===== config.mk =====
export PLATFORM = sky130hd
export DESIGN_NAME = inst_mem_loader
export DESIGN_NICKNAME = d
export VERILOG_FILES = /design/src/rtl/inst_mem_loader.sv
export SDC_FILE = /design/constraint.sdc
export NUM_CORES = 1
export LEC_CHECK = 0
export BUFFER_PORTS_ARGS = -buffer_cell sky130_fd_sc_hd__buf_2
export CORE_ASPECT_RATIO = 2
export CORE_MARGIN = 5
export CORE_UTILIZATION = 31
export CTS_BUF_LIST = sky130_fd_sc_hd__clkbuf_8
export CTS_CLUSTER_DIAMETER = 100
export DETAILED_ROUTE_END_ITERATION = 8
export GPL_TIMING_DRIVEN = 1
export PLACE_DENSITY = 0.52
export SLEW_MARGIN = 15
export SYNTH_ARGS = -nofsm -noshare
export SYNTH_HDL_FRONTEND = slang
export SYNTH_SLANG_ARGS = --single-unit

===== constraint.sdc =====
create_clock -name i_clk -period 4.9 [get_ports i_clk]
set_input_delay 0.245 -clock i_clk [delete_from_list [all_inputs] [get_ports i_clk]]
set_output_delay 0.245 -clock i_clk [all_outputs]
set_load 0.03 [all_outputs]

===== src/rtl/inst_mem_loader.sv =====
// Byte-stream instruction memory loader: assembles big-endian words and writes them out.
// Optional halt-word detection is enabled with `define LOADER_HALT_DETECT_EN.
module inst_mem_loader #(
  parameter int NBITS     = 8,
  parameter int INST_BITS = 32,
  parameter int CELLS     = 256
) (
  input  logic                 i_clk,
  input  logic                 i_rst,
  input  logic                 i_start,
  input  logic [7:0]           i_word_cnt,
  input  logic [NBITS-1:0]     i_rx_data,
  input  logic                 i_rx_valid,
  output logic [INST_BITS-1:0] o_dbg_addr,
  output logic [INST_BITS-1:0] o_dbg_inst,
  output logic                 o_dbg_wr_en,
  output logic                 o_busy,
  output logic                 o_done,
  output logic [7:0]           o_words
);

  localparam int WMAX  = CELLS / 4;
  localparam int BYTES = INST_BITS / NBITS;

  localparam logic [7:0] WMAX_W   = 8'(WMAX);
  localparam logic [2:0] LAST_IDX = 3'(BYTES - 1);
  localparam logic [INST_BITS-1:0] ADDR_STEP = INST_BITS'(4);

  typedef enum logic [2:0] {
    IDLE,
    RECV,
    WRITE,
    ADVANCE,
    DONE
  } state_t;

  state_t               state_q, state_d;
  logic [7:0]           n_q, n_d;
  logic [7:0]           words_q, words_d;
  logic [INST_BITS-1:0] addr_q, addr_d;
  logic [INST_BITS-1:0] inst_q, inst_d;
  logic [2:0]           idx_q, idx_d;
  logic                 wr_q, wr_d;

  logic [7:0] cnt_clamp;
  logic [7:0] words_inc;
  logic       halt_w;

  assign cnt_clamp = (32'(i_word_cnt) > WMAX) ? WMAX_W : i_word_cnt;
  assign words_inc = words_q + 8'd1;

`ifdef LOADER_HALT_DETECT_EN
  assign halt_w = &inst_q;
`else
  assign halt_w = 1'b0;
`endif

  always_comb begin
    state_d = state_q;
    n_d     = n_q;
    words_d = words_q;
    addr_d  = addr_q;
    inst_d  = inst_q;
    idx_d   = idx_q;
    wr_d    = 1'b0;
    unique case (state_q)
      IDLE, DONE: begin
        if (i_start) begin
          n_d     = cnt_clamp;
          words_d = 8'd0;
          addr_d  = '0;
          idx_d   = 3'd0;
          state_d = (cnt_clamp == 8'd0) ? DONE : RECV;
        end
      end
      RECV: begin
        if (i_rx_valid) begin
          inst_d = {inst_q[INST_BITS-NBITS-1:0], i_rx_data};
          idx_d  = idx_q + 3'd1;
          if (idx_q == LAST_IDX) begin
            state_d = WRITE;
          end
        end
      end
      WRITE: begin
        // strobe rises one cycle after the word is latched
        wr_d    = 1'b1;
        state_d = ADVANCE;
      end
      ADVANCE: begin
        words_d = words_inc;
        idx_d   = 3'd0;
        // address stays on the last written word so it never passes the top
        if (words_inc == n_q || halt_w) begin
          state_d = DONE;
        end else begin
          addr_d  = addr_q + ADDR_STEP;
          state_d = RECV;
        end
      end
      default: begin
        state_d = IDLE;
      end
    endcase
  end

  always_ff @(posedge i_clk or posedge i_rst) begin
    if (i_rst) begin
      state_q <= IDLE;
      n_q     <= 8'd0;
      words_q <= 8'd0;
      addr_q  <= '0;
      inst_q  <= '0;
      idx_q   <= 3'd0;
      wr_q    <= 1'b0;
    end else begin
      state_q <= state_d;
      n_q     <= n_d;
      words_q <= words_d;
      addr_q  <= addr_d;
      inst_q  <= inst_d;
      idx_q   <= idx_d;
      wr_q    <= wr_d;
    end
  end

  assign o_dbg_addr  = addr_q;
  assign o_dbg_inst  = inst_q;
  assign o_dbg_wr_en = wr_q;
  assign o_words     = words_q;
  assign o_busy      = (state_q == RECV) ||
                       (state_q == WRITE) ||
                       (state_q == ADVANCE);
  assign o_done      = (state_q == DONE);

endmodule


==> metrics <==
synth warn 0; largest family of logic cells by synthesized area simple AND/OR/NAND/NOR gates; H-tree level count 3; CP endpoint kind flop; drc violations 0; Final setup viols 0; Total GRT Usage 14.6%; total global routing overflow 0; share of the yosys chip area belonging to registers 50.3%; Clk Latency, worst-skew pair 0.36 ns; area delta synth->final 19.2%; number of diodes 0; hold endpoint o_dbg_inst[6]$_DFFE_PP0P_; Synth Register Bits 85; worst IR drop on VDD 341 µV; kind of start point of the critical path flop; switching portion of total power 41.6%; Row Count 60; WL per Instance 17.5 µm; normalized max-slew margin around 28%; dpl cells 628; Post-Synth Adder-Cell Area 1.18%; vias in the first global route 3,608; Max Freq 359 MHz; syn_area_per_cell 10.6 µm²; fin. max-slew vios 0; pwr dens between 500 and 600 nW/µm²; HP Start i_rx_data[6]; Setup Buffers After CTS 0; Sw Pwr roughly 1.1 mW; multi-input logic area approximately 2000 µm²; Netlist Area Pre-Place 4230 µm²; critical path type reg2reg; Post-synth ARST share between 90% and 100%; Num CTS Buffers 9; Die Wd 92.6 µm; post-synthesis simple-gate area fraction 18.7%; internal reg-to-reg setup slack 2.12 ns; Max-Cap Viols 0; Final ANT Viol Nets 0; largest net degree at the start of global routing between 40 and 50; min Tclk post-route 2.78 ns; Worst Path Max Fanout 13; Post-synth EDFFs 0; RSZ-0062 raised after global routing false; Chip Height between 150 and 200 µm; Mapped Cells ~400; Final Hold Vio Count 0; worst path required time 5.14 ns; clock sink count 85; Clk pin slew, worst setup/hold paths about 0.09 ns; DR pass1 iterations 4; period utilization 56.8%; Worst R2R Path Depth 7; crit path launch o_words[0]$_DFFE_PP0P_; Initial Utilization 31.4%; nets@finish 509; Fillers 1,357; Placer Congestion 0.821; worst hold stages 2; Clock Power Share 20.7%; Core Region between 10,000 and 15,000 µm²; die area approximately 16,000 µm²; total routed wirelength 11,300 µm; Compound-Gate Fraction of Synth Area 14.6%; prevailing post-synth register cell dfrtp_1; CTS tree built; first-pass GRT wire length 18,700 µm; internal power 1.58 mW; RR Startpoint o_words[0]$_DFFE_PP0P_; DR vias 3,418; Crit Reg-Reg Endpoint o_dbg_addr[18]$_DFFE_PP0P_; part of the power in combinational logic 40.4%; non-filler cells, final around 650; multiplexer share of the synthesized area 9.95%; Post-Synth XOR/XNOR Area about 1.7%; CTS resizes 0; I/O pin cnt 95; Max clock buf depth 2; Post-CTS Hold Buffers 1; final core utilization 37.5%; Hold Crit Class in2reg; status complete, no violations; IO Port Bufs 92; Slew @ Worst Pin 1.08 ns; register area between 2000 and 2500 µm²; Seq pwr share 38.9%; clk_skew 0.0143 ns; CTS Root Cell clkbuf_8; HPWL Detailed 8490 µm; post-synth cell types 56; detailed-route vias per instance 5.30; antenna violations before repair 0; Leak Pwr 2.32 nW; crit path DAT 3.02 ns; layout cells sized above 1 31.8%; drt initial violations 137; sum of negative setup slack 0 ns
-- worst max path at each step --
stage	slack, ns	to	cells after the start
floorplan	2.34	o_dbg_addr[10]$_DFFE_PP0P_	9
finish	2.12	o_dbg_addr[18]$_DFFE_PP0P_	7
detailed placement	2.18	o_dbg_addr[9]$_DFFE_PP0P_	7
CTS	2.14	o_dbg_addr[9]$_DFFE_PP0P_	7
global placement	2.23	o_dbg_addr[18]$_DFFE_PP0P_	7
global route	1.87	o_dbg_addr[16]$_DFFE_PP0P_	7
-- cells in the final DEF, fill, tap and decap left out, types with 3 or more instances in the layout --
| cell | synthesis | final |
|---|---|---|
| a21o_1 | 3 | 3 |
| a21oi_1 | 16 | 16 |
| a21oi_2 | 3 | 3 |
| a22o_1 | 11 | 11 |
| and2_1 | 5 | 5 |
| and3_1 | 8 | 8 |
| and4_1 | 5 | 5 |
| buf_2 | 3 | 92 |
| buf_4 | 2 | 4 |
| clkbuf_8 | 0 | 10 |
| dfrtp_1 | 85 | 85 |
| ha_1 | 4 | 4 |
| inv_1 | 7 | 7 |
| mux2_2 | 32 | 32 |
| mux2i_1 | 6 | 6 |
| nand2_1 | 35 | 35 |
| nand2b_1 | 4 | 4 |
| nand3_1 | 17 | 17 |
| nand4_1 | 10 | 10 |
| nor2_1 | 21 | 21 |
| nor2b_1 | 5 | 5 |
| nor3_1 | 3 | 3 |
| nor3b_1 | 4 | 3 |
| o211ai_1 | 4 | 4 |
| o21ai_0 | 19 | 19 |
| o21ai_1 | 5 | 5 |
| o21ai_2 | 3 | 3 |
| o31ai_1 | 8 | 8 |
| o41ai_1 | 5 | 5 |
| or3_1 | 9 | 9 |
| or4_1 | 5 | 5 |
| xnor2_1 | 3 | 3 |
| xor2_1 | 5 | 5 |
-- cell usage after synthesis (all sizes together), types with 6 or more instances --
| cell type | n | area [µm²] |
|---|---|---|
| inv | 7 | 26.3 |
| nor2 | 21 | 78.8 |
| nand4 | 10 | 62.6 |
| mux2 | 32 | 360 |
| dfrtp | 85 | 2130 |
| a21oi | 19 | 106 |
| nand2 | 35 | 131 |
| mux2i | 6 | 60.1 |
| or3 | 10 | 67.6 |
| a22o | 11 | 96.3 |
| clkbuf | 12 | 45.0 |
| nand3 | 18 | 95.1 |
| buf | 9 | 75.1 |
| o21ai | 27 | 146 |
| o31ai | 8 | 60.1 |
| and3 | 9 | 61.3 |
| and2 | 6 | 37.5 |
-- cells by family (layout without fill, tap and decap cells) --
family          Yosys count  in the layout
simple gates            144            144
compound gates           89             89
flops                    85             85
mux                      38             38
buf+inv                  28            120
xor+xnor                  8              8
fa+ha+maj                 4              4
other cells               1              2
-- layer usage --
layer	track usage (%)	routed length, µm	vias up
li1	-	-	1642
met1	15.2	4200	1664
met2	26.9	6180	93
met3	3.83	637	19
met4	6.08	288	0
met5	0	0	-
-- power by group through the flow --
stage	registers (mW)	logic [mW]	clock network (mW)
4_1_cts	1.05	1.11	0.579
3_5_place_dp	1.07	1.11	0
2_1_floorplan	1.33	0.544	0
6_report	1.05	1.09	0.559
3_3_place_gp	1.05	1.10	0
5_1_grt	1.09	1.19	0.605
-- registers in the layout, summed over array words and instances, names as in the netlist --
register     count
o_dbg_inst      32
o_dbg_addr      30
n_q              8
o_words          8
idx_q            3
state_q          3
o_dbg_wr_en      1
-- layout make-up --
cell class / instances / area share [%]
clock inverter: 6 / 1.74
sequential: 85 / 42.2
clock buffer: 10 / 2.73
inverter: 7 / 0.547
multi-input combinational: 285 / 38.9
tap: 155 / 3.85
timing repair buffer: 97 / 9.94
-- worst max-delay path: stages, from the launching register on --
cell and delay, ns:
dfrtp_1 0.46, ha_1 0.29, nand3_2 0.13, o21ai_0 0.31, a2111oi_4 0.14, a31oi_1 0.88
o21ai_0 0.18, a22o_1 0.27
-- per-stage QoR --
| stage | setup slack [ns] | cell area (µm²) | hold slack, ns | total power [mW] |
|---|---|---|---|---|
| floorplan | 2.34 | 4230 | 0.378 | 1.87 |
| global placement | 2.23 | 4800 | 0.350 | 2.15 |
| detailed placement | 2.18 | 4800 | 0.351 | 2.18 |
| CTS | 2.14 | 5030 | 0.0934 | 2.75 |
| global route | 1.87 | 5030 | 0.0977 | 2.88 |
| finish | 2.12 | 5030 | 0.118 | 2.70 |
Power figures use the tool's default switching activity.
